`config.mk`:
```
export PLATFORM = sky130hd
export DESIGN_NAME = memshare_multi_rqst_addr_gen
export DESIGN_NICKNAME = d
export VERILOG_FILES = /design/src/rtl/memShare_config_pkg.sv /design/src/rtl/pipeReg_insert.sv /design/src/rtl/memshare_multi_rqst_addr_gen.sv
export SDC_FILE = /design/constraint.sdc
export NUM_CORES = 1
export LEC_CHECK = 0
export CAP_MARGIN = 10
export CORE_ASPECT_RATIO = 0.7
export CORE_MARGIN = 4
export CORE_UTILIZATION = 30
export CTS_BUF_LIST = sky130_fd_sc_hd__clkbuf_4 sky130_fd_sc_hd__clkbuf_8
export DETAILED_ROUTE_END_ITERATION = 16
export PLACE_DENSITY_LB_ADDON = 0.3
export SYNTH_ARGS = -nofsm -noshare
export SYNTH_HDL_FRONTEND = slang
export SYNTH_HIERARCHICAL = 1
export SYNTH_SLANG_ARGS = --single-unit
```
`constraint.sdc`:
```
create_clock -name sys_clk -period 1.85 [get_ports sys_clk]
set_clock_uncertainty 0.15 [all_clocks]
set_input_delay 0.4625 -clock sys_clk [delete_from_list [all_inputs] [get_ports sys_clk]]
set_output_delay 0.4625 -clock sys_clk [all_outputs]
set_load 0.005 [all_outputs]
```
`src/rtl/memShare_config_pkg.sv`:
```
// Shared FSM state type and default geometry for the memShare request address generator.
package memShare_config_pkg;

    localparam int unsigned DRC_NUM_DEF     = 4;
    localparam int unsigned RD_ADDR_W_DEF   = 4;
    localparam int unsigned BUFF_ADDR_W_DEF = 6;
    localparam int unsigned BUFF_DEPTH_DEF  = 64;
    localparam int unsigned TRACK_DEPTH_DEF = 2;
    localparam int unsigned SHARE_LEN_DEF   = 16;

    typedef enum logic [1:0] {
        ST_IDLE = 2'd0,
        ST_RUN  = 2'd1,
        ST_DONE = 2'd2
    } memshare_state_e;

endpackage

```
`src/rtl/pipeReg_insert.sv`:
```
// Fixed-latency register pipeline of DEPTH stages; cleared by synchronous active-low reset.
module pipeReg_insert #(
    parameter int unsigned WIDTH = 1,
    parameter int unsigned DEPTH = 1
) (
    input  logic             sys_clk,
    input  logic             rstn,
    input  logic [WIDTH-1:0] d,
    output logic [WIDTH-1:0] q
);

    logic [WIDTH-1:0] stage [DEPTH];

    always_ff @(posedge sys_clk) begin
        if (!rstn) begin
            for (int unsigned i = 0; i < DEPTH; i++) begin
                stage[i] <= '0;
            end
        end else begin
            stage[0] <= d;
            for (int unsigned i = 1; i < DEPTH; i++) begin
                stage[i] <= stage[i-1];
            end
        end
    end

    assign q = stage[DEPTH-1];

endmodule

```
`src/rtl/memshare_multi_rqst_addr_gen.sv`:
```
// Generates message-buffer read addresses for one SCU.memShare() period with DRC-selected stride.
// Define MEMSHARE_RQST_STALL_EN to let rqst_ready_i backpressure the request stream.
module memshare_multi_rqst_addr_gen
    import memShare_config_pkg::*;
#(
    parameter int unsigned DRC_NUM     = DRC_NUM_DEF,
    parameter int unsigned RD_ADDR_W   = RD_ADDR_W_DEF,
    parameter int unsigned BUFF_ADDR_W = BUFF_ADDR_W_DEF,
    parameter int unsigned BUFF_DEPTH  = BUFF_DEPTH_DEF,
    parameter int unsigned TRACK_DEPTH = TRACK_DEPTH_DEF,
    parameter int unsigned SHARE_LEN   = SHARE_LEN_DEF
) (
    input  logic                         sys_clk,
    input  logic                         rstn,
    input  logic                         scu_begin_i,
    input  logic [BUFF_ADDR_W-1:0]       base_addr_i,
    input  logic [DRC_NUM*RD_ADDR_W-1:0] operand_i,
    input  logic [DRC_NUM-1:0]           is_drc_i,
    input  logic                         rqst_ready_i,
    output logic                         rqst_valid_o,
    output logic [BUFF_ADDR_W-1:0]       rqst_addr_o,
    output logic [RD_ADDR_W-1:0]         increment_operand_o,
    output logic [BUFF_ADDR_W-1:0]       drc_base_addr_o,
    output logic                         busy_o,
    output logic                         done_o
);

    localparam int unsigned OP_W  = DRC_NUM * RD_ADDR_W;
    localparam int unsigned CNT_W = $clog2(SHARE_LEN + 1);
    localparam int unsigned SUM_W = BUFF_ADDR_W + 1;

    memshare_state_e       state;
    logic [CNT_W-1:0]      rqst_cnt;
    logic                  drc_captured;
    logic [OP_W-1:0]       operand_dly;
    logic [RD_ADDR_W-1:0]  incr_sel;
    logic                  incr_found;
    logic [SUM_W-1:0]      addr_sum;
    logic [BUFF_ADDR_W-1:0] addr_next;
    logic                  rqst_ready;
    logic                  accept;

    pipeReg_insert #(
        .WIDTH (OP_W),
        .DEPTH (TRACK_DEPTH)
    ) u_operand_dly (
        .sys_clk (sys_clk),
        .rstn    (rstn),
        .d       (operand_i),
        .q       (operand_dly)
    );

`ifdef MEMSHARE_RQST_STALL_EN
    assign rqst_ready = rqst_ready_i;
`else
    // Ready is tied off: one request retires every RUN cycle.
    assign rqst_ready = rqst_ready_i | 1'b1;
`endif

    assign accept = rqst_valid_o & rqst_ready;

    // Lowest-index DRC hit picks the stride; unit stride when nothing hits.
    always_comb begin
        incr_sel   = RD_ADDR_W'(1);
        incr_found = 1'b0;
        for (int unsigned k = 0; k < DRC_NUM; k++) begin
            if (is_drc_i[k] && !incr_found) begin
                incr_sel   = operand_dly[k*RD_ADDR_W +: RD_ADDR_W];
                incr_found = 1'b1;
            end
        end
    end

    always_comb begin
        addr_sum  = SUM_W'(rqst_addr_o) + SUM_W'(increment_operand_o);
        addr_next = (addr_sum >= SUM_W'(BUFF_DEPTH))
                  ? BUFF_ADDR_W'(addr_sum - SUM_W'(BUFF_DEPTH))
                  : BUFF_ADDR_W'(addr_sum);
    end

    always_ff @(posedge sys_clk) begin
        if (!rstn) begin
            state               <= ST_IDLE;
            rqst_cnt            <= '0;
            drc_captured        <= 1'b0;
            rqst_valid_o        <= 1'b0;
            rqst_addr_o         <= '0;
            increment_operand_o <= RD_ADDR_W'(1);
            drc_base_addr_o     <= '0;
            busy_o              <= 1'b0;
            done_o              <= 1'b0;
        end else begin
            increment_operand_o <= incr_sel;
            if (scu_begin_i) begin
                // A restart overrides any completion in the same cycle.
                state        <= ST_RUN;
                rqst_addr_o  <= base_addr_i;
                rqst_cnt     <= '0;
                drc_captured <= 1'b0;
                rqst_valid_o <= 1'b1;
                busy_o       <= 1'b1;
                done_o       <= 1'b0;
            end else begin
                case (state)
                    ST_IDLE: begin
                        rqst_valid_o <= 1'b0;
                        busy_o       <= 1'b0;
                        done_o       <= 1'b0;
                    end
                    ST_RUN: begin
                        if (!drc_captured && (|is_drc_i)) begin
                            drc_base_addr_o <= rqst_addr_o;
                            drc_captured    <= 1'b1;
                        end
                        if (accept) begin
                            rqst_addr_o <= addr_next;
                            rqst_cnt    <= rqst_cnt + CNT_W'(1);
                            if (rqst_cnt == CNT_W'(SHARE_LEN - 1)) begin
                                state        <= ST_DONE;
                                rqst_valid_o <= 1'b0;
                                busy_o       <= 1'b0;
                                done_o       <= 1'b1;
                            end
                        end
                    end
                    ST_DONE: begin
                        state        <= ST_IDLE;
                        rqst_valid_o <= 1'b0;
                        busy_o       <= 1'b0;
                        done_o       <= 1'b0;
                    end
                    default: begin
                        state        <= ST_IDLE;
                        rqst_valid_o <= 1'b0;
                        busy_o       <= 1'b0;
                        done_o       <= 1'b0;
                    end
                endcase
            end
        end
    end

endmodule

```
== After elaboration in Yosys (flattened, before gate mapping) ==
Memory sizes are Yosys's and may differ from the RTL's.
Cells that the tools add are included.
Cells by class
  reduce and logical (&&, ||, !) cells: 22
  equality and inequality tests: 7
  order comparisons: 1
  add/sub/neg operators: 3
  multiplexer cells: 27
  bitwise operators: 6
Operators with widths (count)
  two-way mux 16 bit: 2
  two-way mux 6 bit: 4
  two-way mux 4 bit: 4
  two-way mux 1 bit: 14
  AND reduction 2 bit: 5
  AND reduction 3 bit: 3
  adder 6 x 4 -> 7 bit: 1
  greater-or-equal comparator 7 bit (second input constant): 1
  != test 2 bit (second input constant): 3
  != test 3 bit (second input constant): 2
  subtractor 6 x 1 -> 6 bit (second input constant): 1
  adder 5 x 1 -> 5 bit (second input constant): 1
  == test 5 x 4 -> 1 bit (second input constant): 1
  logical AND 1 bit: 4
  zero test 1 bit: 4
  two-way mux 2 bit: 2
  NOT 1 bit: 4
  one-hot mux 2 bit (2 select lines): 1
  nonzero test 2 bit: 2
  OR reduction 4 bit: 1
  OR reduction 3 bit: 1
  == test 2 x 1 -> 1 bit (second input constant): 1
  zero test 2 bit: 1
  OR 1 bit: 2
  OR reduction 2 bit: 1
Storage, ports and cells
  bits in registers: 27
  logic and storage cells: 77
  memory bits (writable): 32
  memories kept: 1
Memories
  u_operand_dly.stage: depth 2, width 16, rd ports 2, clocked after Yosys merged registers in 0, write ports 2, RTL line pipeReg_insert.sv:12  | logic [WIDTH-1:0] stage [DEPTH];

== Logic depth before layout (Yosys ltp) ==
  depth after elaboration: 10
  mapped depth: 7
  gate-level depth less buffers: 7

== Modules after synthesis ==
Netlist, hierarchy kept.
Modules (own cells, without submodules)
  memshare_multi_rqst_addr_gen: times used 1, area an instance 1407.6 sq um, seq. area each 540.5 sq um, cells each 161
  pipeReg_insert: times used 1, area an instance 1016.0 sq um, seq. area each 640.6 sq um, cells each 83

== Worst setup path after synthesis ==
OpenSTA, ideal clock, no wires.
  path kind: reg-to-reg
  start point: reg rqst_addr_o[2]
  end point: reg rqst_addr_o[5]
  clock period less this slack: 1699 ps
  setup time: 63 ps
  arrival: 1486 ps
  path buffers: 0
  data required time: 1637 ps
  cell stages (with the launch flop): 6
  path slack: 151 ps
  path through: dfxtp_1 ha_1 a21oi_1 a21boi_0 or4b_1 nand3_1
On the way
  longest elaborated chain between the ends: 6
  elaborated cells between the ends (all ways): 7
  those cells by class: add/sub: 2; order compare: 1; mux: 4
RTL lines
  start: declaration: RTL line memshare_multi_rqst_addr_gen.sv:21  | output logic [BUFF_ADDR_W-1:0] rqst_addr_o,
  start signal: assignment: RTL line memshare_multi_rqst_addr_gen.sv:97  | rqst_addr_o <= base_addr_i;
  start signal: assignment: RTL line memshare_multi_rqst_addr_gen.sv:116  | rqst_addr_o <= addr_next;
  adder 6 x 4 -> 7 bit (*): RTL line memshare_multi_rqst_addr_gen.sv:75  | addr_sum = SUM_W'(rqst_addr_o) + SUM_W'(increment_operand_o);
  subtractor 6 x 1 -> 6 bit or greater-or-equal comparator 7 bit (tied branches): RTL line memshare_multi_rqst_addr_gen.sv:77, memshare_multi_rqst_addr_gen.sv:76
  two-way mux 6 bit (*): RTL line memshare_multi_rqst_addr_gen.sv:77  | ? BUFF_ADDR_W'(addr_sum - SUM_W'(BUFF_DEPTH))
  two-way mux 6 bit (*): RTL line memshare_multi_rqst_addr_gen.sv:115  | if (accept) begin
  two-way mux 6 bit (*): RTL line memshare_multi_rqst_addr_gen.sv:104  | case (state)
  two-way mux 6 bit (*): RTL line memshare_multi_rqst_addr_gen.sv:94  | if (scu_begin_i) begin
Mark *: on every way between the ends. The rest lies on a longest branch, timed or not. The select of a mux whose other input is x is not followed.
A chain may end at the register's enable or synchronous reset.

== Worst setup path after layout ==
  start point: reg increment_operand_o[3]
  end point: out increment_operand_o[3]
RTL lines
  start: declaration: RTL line memshare_multi_rqst_addr_gen.sv:22  | output logic [RD_ADDR_W-1:0] increment_operand_o,
  start signal: assignment: RTL line memshare_multi_rqst_addr_gen.sv:93  | increment_operand_o <= incr_sel;
No word-level cell between the ends.

==> flow_metrics.tcl <==
set metrics [dict create \
    viasPerCell 4.414 \
    yosys.area.top_type_share 0.4874 \
    design.core.area_um2 7871 \
    synth_top_area_cell "dfxtp_1" \
    numCtsBuffers 9 \
    start_kind "register" \
    maxCapViolations 0 \
    via_count 1748 \
    grt_max_degree 50 \
    num_rows 27 \
    start_util 0.3079 \
    hold_depth 1 \
    path_cells "clkdlybuf4s50_1" \
    route.detailed.wl_per_inst_um 12.08 \
    max_stage_delay_ns 0.51 \
    clock_latency_ns 0.34 \
    fin_crit_ns 1.798 \
    drv_slew 0 \
    crit_required_ns 1.24 \
    slew_headroom 0.7009 \
    clock-root-buffer "clkbuf_8" \
    crit_slowest_cell "clkdlybuf4s50_1" \
    synth-seq-cells 59 \
    antenna_found_initial 0 \
    status "completed" \
    holdWs_ns 0.2977 \
    drt_iter0_markers 81 \
    vdd_ir_drop_max_v 0.0003068 \
    overflow 0 \
    die_height_um 83.20 \
    synth_area_leaders "dfxtp_1, and2_2, buf_4" \
    fin_crit_sh 0.9721 \
    io_buffer_count 47 \
    ant_nets 0 \
    drive_gt1_frac 0.2983 \
    drc 0 \
    drt-total-wl_um 4785 \
    area_growth_pct 33.04 \
    insertedDiodeCount 0 \
    clock-sinks 59 \
    synth.net_count 281 \
    cts_tree "done" \
    gr-usage-all-layers 0.1101 \
    netlist_area_um2 2424 \
    clkTransAtPathRegs_ns 0.06 \
    synth-edff-count 0 \
    hold_viol 0 \
    grt_pass1_vias 1776 \
    setup_viol 0 \
    dp_cells 379 \
    endpoint_kind "output port" \
    ys_seq_area_frac 0.4874 \
    p_leak_nw 1.319 \
    r2r_cells 7 \
    timing.fmax_ghz 0.5560 \
    tightest_slew_ns 0.4445 \
    pin_count 49 \
    synthCells 244 \
    fin_nets 327 \
    power_density_nw_per_um2 910.7 \
    synthArstFlopShare 0 \
    grt_pass1_wl_um 8293 \
    yosysWarnings 6 \
    dp.final_hpwl_um 3491 \
    cts_hold_buf 0 \
    path_depth 1 \
    cp_top_family "buffers and inverters" \
    htreeDepth 3 \
    synth-main-ff-cell "dfxtp_1" \
    layout.cells.non_filler 396 \
    die_x_um 115.4 \
    clock_path_buffers 2 \
    postSynthAreaPerCell_um2 9.933 \
    cp_num_buf_inv 1 \
    arrival_ns 1.19 \
    path_max_fanout 2 \
    synthDistinctLibCells 46 \
    rsz0062_at_grt "false" \
    dieArea_um2 9604 \
    routabilityCongestion 0.7369 \
    worstSetupPathType "reg2out" \
    hp-class "reg2reg" \
    drt-pass1-iter-count 4 \
    tns_ns 0 \
]
## through the flow
step | setup WS (ns) | area, um2 | utilization | total power [W]
2_1_floorplan | 0.1513 | 2424 | - | 0.001531
3_3_place_gp | -0.2427 | 2962 | 0.3763 | 0.001664
3_5_place_dp | -0.2704 | 2962 | 0.3763 | 0.001668
4_1_cts | 0.001670 | 3196 | 0.4060 | 0.002979
5_1_grt | 0.003174 | 3224 | 0.4096 | 0.003066
6_report | 0.05154 | 3224 | 0.4096 | 0.002936
## report_power, final
| group | total, W | switching [W] | internal, W |
|---|---|---|---|
| clock network | 0.00130 | 0.000536 | 0.000766 |
| registers | 0.00135 | 0.0000287 | 0.00133 |
| logic | 0.000280 | 0.000111 | 0.000168 |
## cell usage after synthesis, types with 2 or more instances
| cell | n |
|---|---|
| xor2_1 | 2 |
| and3_1 | 2 |
| clkbuf_1 | 2 |
| a22oi_1 | 3 |
| a21oi_1 | 8 |
| o21ai_2 | 6 |
| inv_1 | 7 |
| and2_2 | 32 |
| nor2b_1 | 3 |
| nand3b_1 | 2 |
| nor4_1 | 2 |
| and2_1 | 5 |
| mux2i_1 | 2 |
| buf_4 | 17 |
| o211ai_1 | 3 |
| ha_1 | 6 |
| nand3_1 | 9 |
| o21ai_0 | 4 |
| and3b_1 | 2 |
| nor2_1 | 11 |
| nand3_2 | 4 |
| buf_1 | 2 |
| nand2b_1 | 2 |
| clkbuf_2 | 3 |
| o21a_1 | 2 |
| dfxtp_1 | 59 |
| nor3_1 | 4 |
| nand2_1 | 18 |
| buf_2 | 3 |
| xnor2_1 | 2 |
| a21boi_0 | 2 |
## state kept, by name (all words and copies together), names as in the netlist
signal,flops
state,2
u_operand_dly/stage,32
increment_operand_o,4
rqst_valid_o,1
drc_base_addr_o,6
rqst_addr_o,6
busy_o,1
rqst_cnt,5
done_o,1
drc_captured,1
## final cells by class
class / instances / area [um2]
Sequential cell: 59 / 1202
Clock buffer: 9 / 123.9
Clock inverter: 7 / 101.3
Fill cell: 791 / 4647
Tap cell: 101 / 126.4
Inverter: 7 / 26.28
Multi-Input combinational cell: 150 / 1039
Timing Repair Buffer: 63 / 605.6
## worst register-to-register path, cell delays in order, from the launching register on
cell	delay, ns
dfxtp_1	0.33
ha_1	0.17
inv_1	0.06
fa_1	0.40
xnor2_1	0.14
mux2i_1	0.13
o21ai_1	0.07
and2_1	0.16
## what timing repair did
action,CTS,global route
endpoints found under the setup margin,10,9
resized for setup,16,10
setup buffers,0,1
## path summary, 6_finish.rpt
kind	startpoint	to	slack [ns]
max	increment_operand_o[3]	increment_operand_o[3]	0.05
min	u_operand_dly/stage[0][4]	u_operand_dly/stage[0][20]	0.30
max reg2reg	rqst_addr_o[0]	rqst_addr_o[2]	0.13
min reg2reg	u_operand_dly/stage[0][4]	u_operand_dly/stage[0][20]	0.30
## cells in the final DEF (no fill, tap or decap), types with 2 or more instances in the layout
cell,instances
a21boi_0,2
a21oi_1,7
a22oi_1,3
and2_1,5
and2_2,32
and3_1,2
and3b_1,2
buf_4,15
bufinv_16,2
clkbuf_8,9
clkdlybuf4s50_1,37
clkinv_4,2
clkinvlp_4,2
dfxtp_1,50
dfxtp_2,5
dfxtp_4,4
dlygate4sd2_1,6
dlymetal6s2s_1,4
ha_1,6
inv_1,7
mux2i_1,2
nand2_1,18
nand2b_1,2
nand3_1,9
nand3_2,4
nand3b_1,2
nor2_1,11
nor2b_1,2
nor3_1,4
nor4_1,2
o211ai_1,3
o21a_1,2
o21ai_0,3
o21ai_2,6
xnor2_1,2
xor2_1,2
## metal layers
metal  GRT usage  part of all wire
met5           0                 0
met3     0.04006             0.061
met2      0.1539              0.42
met1      0.1492              0.50
met4     0.05117             0.018
## logic make-up (layout without fill, tap and decap cells)
family / count (synthesis) / after routing / synth area share
buffers and inverters: 35 / 86 / 0.08673
adder cells (fa/ha/maj): 7 / 7 / 0.03924
multiplexers: 2 / 2 / 0.008261
XOR/XNOR: 4 / 4 / 0.01446
AO/OA/AOI/OAI: 34 / 34 / 0.09809
AND/OR/NAND/NOR: 103 / 103 / 0.2659
flip-flops: 59 / 59 / 0.4874
Power figures use the tool's default switching activity.
==> patch: new RTL, same settings <==
Re-encode `memshare_state_e` (3 states) as one-hot, 3 bits wide.
--- a/src/rtl/memShare_config_pkg.sv
+++ b/src/rtl/memShare_config_pkg.sv
@@ -8,10 +8,10 @@
     localparam int unsigned TRACK_DEPTH_DEF = 2;
     localparam int unsigned SHARE_LEN_DEF   = 16;
 
-    typedef enum logic [1:0] {
-        ST_IDLE = 2'd0,
-        ST_RUN  = 2'd1,
-        ST_DONE = 2'd2
+    typedef enum logic [2:0] {
+        ST_IDLE = 3'b001,
+        ST_RUN  = 3'b010,
+        ST_DONE = 3'b100
     } memshare_state_e;
 
 endpackage
Check against the original RTL: same outputs for any inputs over 10 cycles, from zero or initial values and one cycle with rstn low; not proved beyond that.
==> patch against the original RTL <==
The flow now finishes with violations (negative setup slack). Synthesized cell count unchanged. Total power up 5.1%. Area after synthesis up 0.26%. Count of clock-buffer cells in the layout up 1. Cell area up 6.1%. Sequential cell count up 1. Routed wire length up 8.9%. Register-to-register slack worse by 0.14 ns. Worst setup slack worse by 0.057 ns. First-iteration DRC count up 4.9%.
==> patch: results (changes against the original RTL) <==
stage	metric	value	unit	change
outcome	status	finished with violations		
outcome	failing checks	negative setup slack		
min_path	HP Start	u_operand_dly/stage[0][6]		
layout	Ant. Diodes	0		unchanged
clocking	CTS root buffer	clkbuf_8		
grt	first-pass GRT wire length	8.266	mm	-0.33%
synthesis	post-synthesis compound-gate area fraction	10.92	%	+1.1 points
setup_path	slowest CP cell	or3b_4		
layout	Final #Nets	341		+4.3%
power	Total Power	3.086	mW	+5.1%
synthesis	post-synthesis sequential area ratio	49.43	%	+0.70 points
power	Net Sw Power	643.1	µW	-4.8%
detailed_routing	met2 WL post-DR	2.191	mm	+8.3%
synthesis	Netlist cell types	47		+2.2%
detailed_routing	routed wire length	5.211	mm	+8.9%
placement	number of instances in the placed design	390		+2.9%
grt	GR Layer Usage met3	4.734	%	+0.73 points
clocking	number of buffers created by CTS	9		unchanged
clocking	Post-CTS Setup Repair Bufs	2		+2
setup_path	WP data arrival	1.92	ns	+0.73 ns
power	power share of the combinational group	9.7	%	+0.2 points
timing	setup slack after layout	-0.005096	ns	-0.05664 ns
min_path	hold worst-path end	u_operand_dly/stage[0][22]		
synthesis	Synth area leaders	dfxtp_1, and2_2, buf_4		
placement	DP Worst Slack	-0.3175	ns	-0.04716 ns
layout	Final Cell Area	0.003421	mm²	+6.1%
detailed_routing	met3 routed WL	406	µm	+39%
grt	met2 usage	15.86	%	+0.47 points
synthesis	Post-Synth XOR/XNOR Area	1.442	%	-0.0037 points
timing	Final TNS setup	-0.005096	ns	-0.005096 ns
power	clk pwr	1.41	mW	+8%
synthesis	most frequent cells after synthesis	dfxtp_1, and2_2, nand2_1		
grt	largest net degree at the start of global routing	19		-62%
setup_path	Worst path max stage delay	0.37	ns	-0.14 ns
detailed_routing	WL met1	2.504	mm	+5.1%
power	Static Leak	1.422	nW	+7.8%
grt	Total Routing Usage GR	11.11	%	+0.097 points
timing	Setup violations, final	1		+1
setup_path	crit path to	rqst_addr_o[4]		
placement	GP Congestion	0.7971		+8.2%
synthesis	post-synthesis mux area share	1.236	%	+0.41 points
setup_path	Max FO, Critical Path	2		unchanged
placement	Post-DP Area	0.003069	mm²	+3.6%
detailed_routing	Avg WL per Cell	12.71	µm	+5.2%
detailed_routing	initial drt markers	85		+4.9%
timing	Tightest Pin Transition	0.5359	ns	+0.09139 ns
timing	Hold Fails Final Rpt	0		unchanged
setup_path	critical path type	flip-flop to flip-flop		
setup_path	Top delay family on crit path	simple AND/OR/NAND/NOR gates		
layout	FILL cells	784		-0.88%
power	Max IR drop VDD	0.4073	mV	+33%
layout	layout cells sized above 1	37.22	%	+7.4 points
clocking	CTS resizes	20		+4
placement	post-DP HPWL	3.747	mm	+7.3%
timing	Fin Hold WS	0.2954	ns	-0.002246 ns
synthesis	post-synthesis adder-cell area fraction	3.913	%	-0.010 points
grt	met1 Use GR	14.28	%	-0.64 points
==> patch: cell count changes in the layout (fill, tap and decap cells not counted), sizes merged, moves of 2 or more <==
cell         before  now
o211a             0    2
dlygate4sd2       6    8
inv               8    6
nor2             11    9
buf              16   28
clkinv            2    4
or3b              0    2
nor3              4    2
and3b             3    0
clkinvlp          2    0
nand2            18   22
nand2b            3    0
==> patch: cells by family after synthesis <==
kind of cell | after synthesis
and+or+nand+nor | 98
DFF | 60
AOI/OAI and AO/OA | 38
buffers and inverters | 34
adders and majority gates | 7
xor gates and xnor gates | 4
muxes | 3
==> patch: cell type report <==
| class | count | area share [%] |
|---|---|---|
| Inverter | 7 | 0.7681 |
| Clock inverter | 6 | 3.292 |
| Timing Repair Buffer | 75 | 20.19 |
| Clock buffer | 10 | 3.841 |
| Tap cell | 101 | 3.694 |
| Sequential cell | 60 | 35.66 |
| Multi-Input combinational cell | 151 | 32.55 |
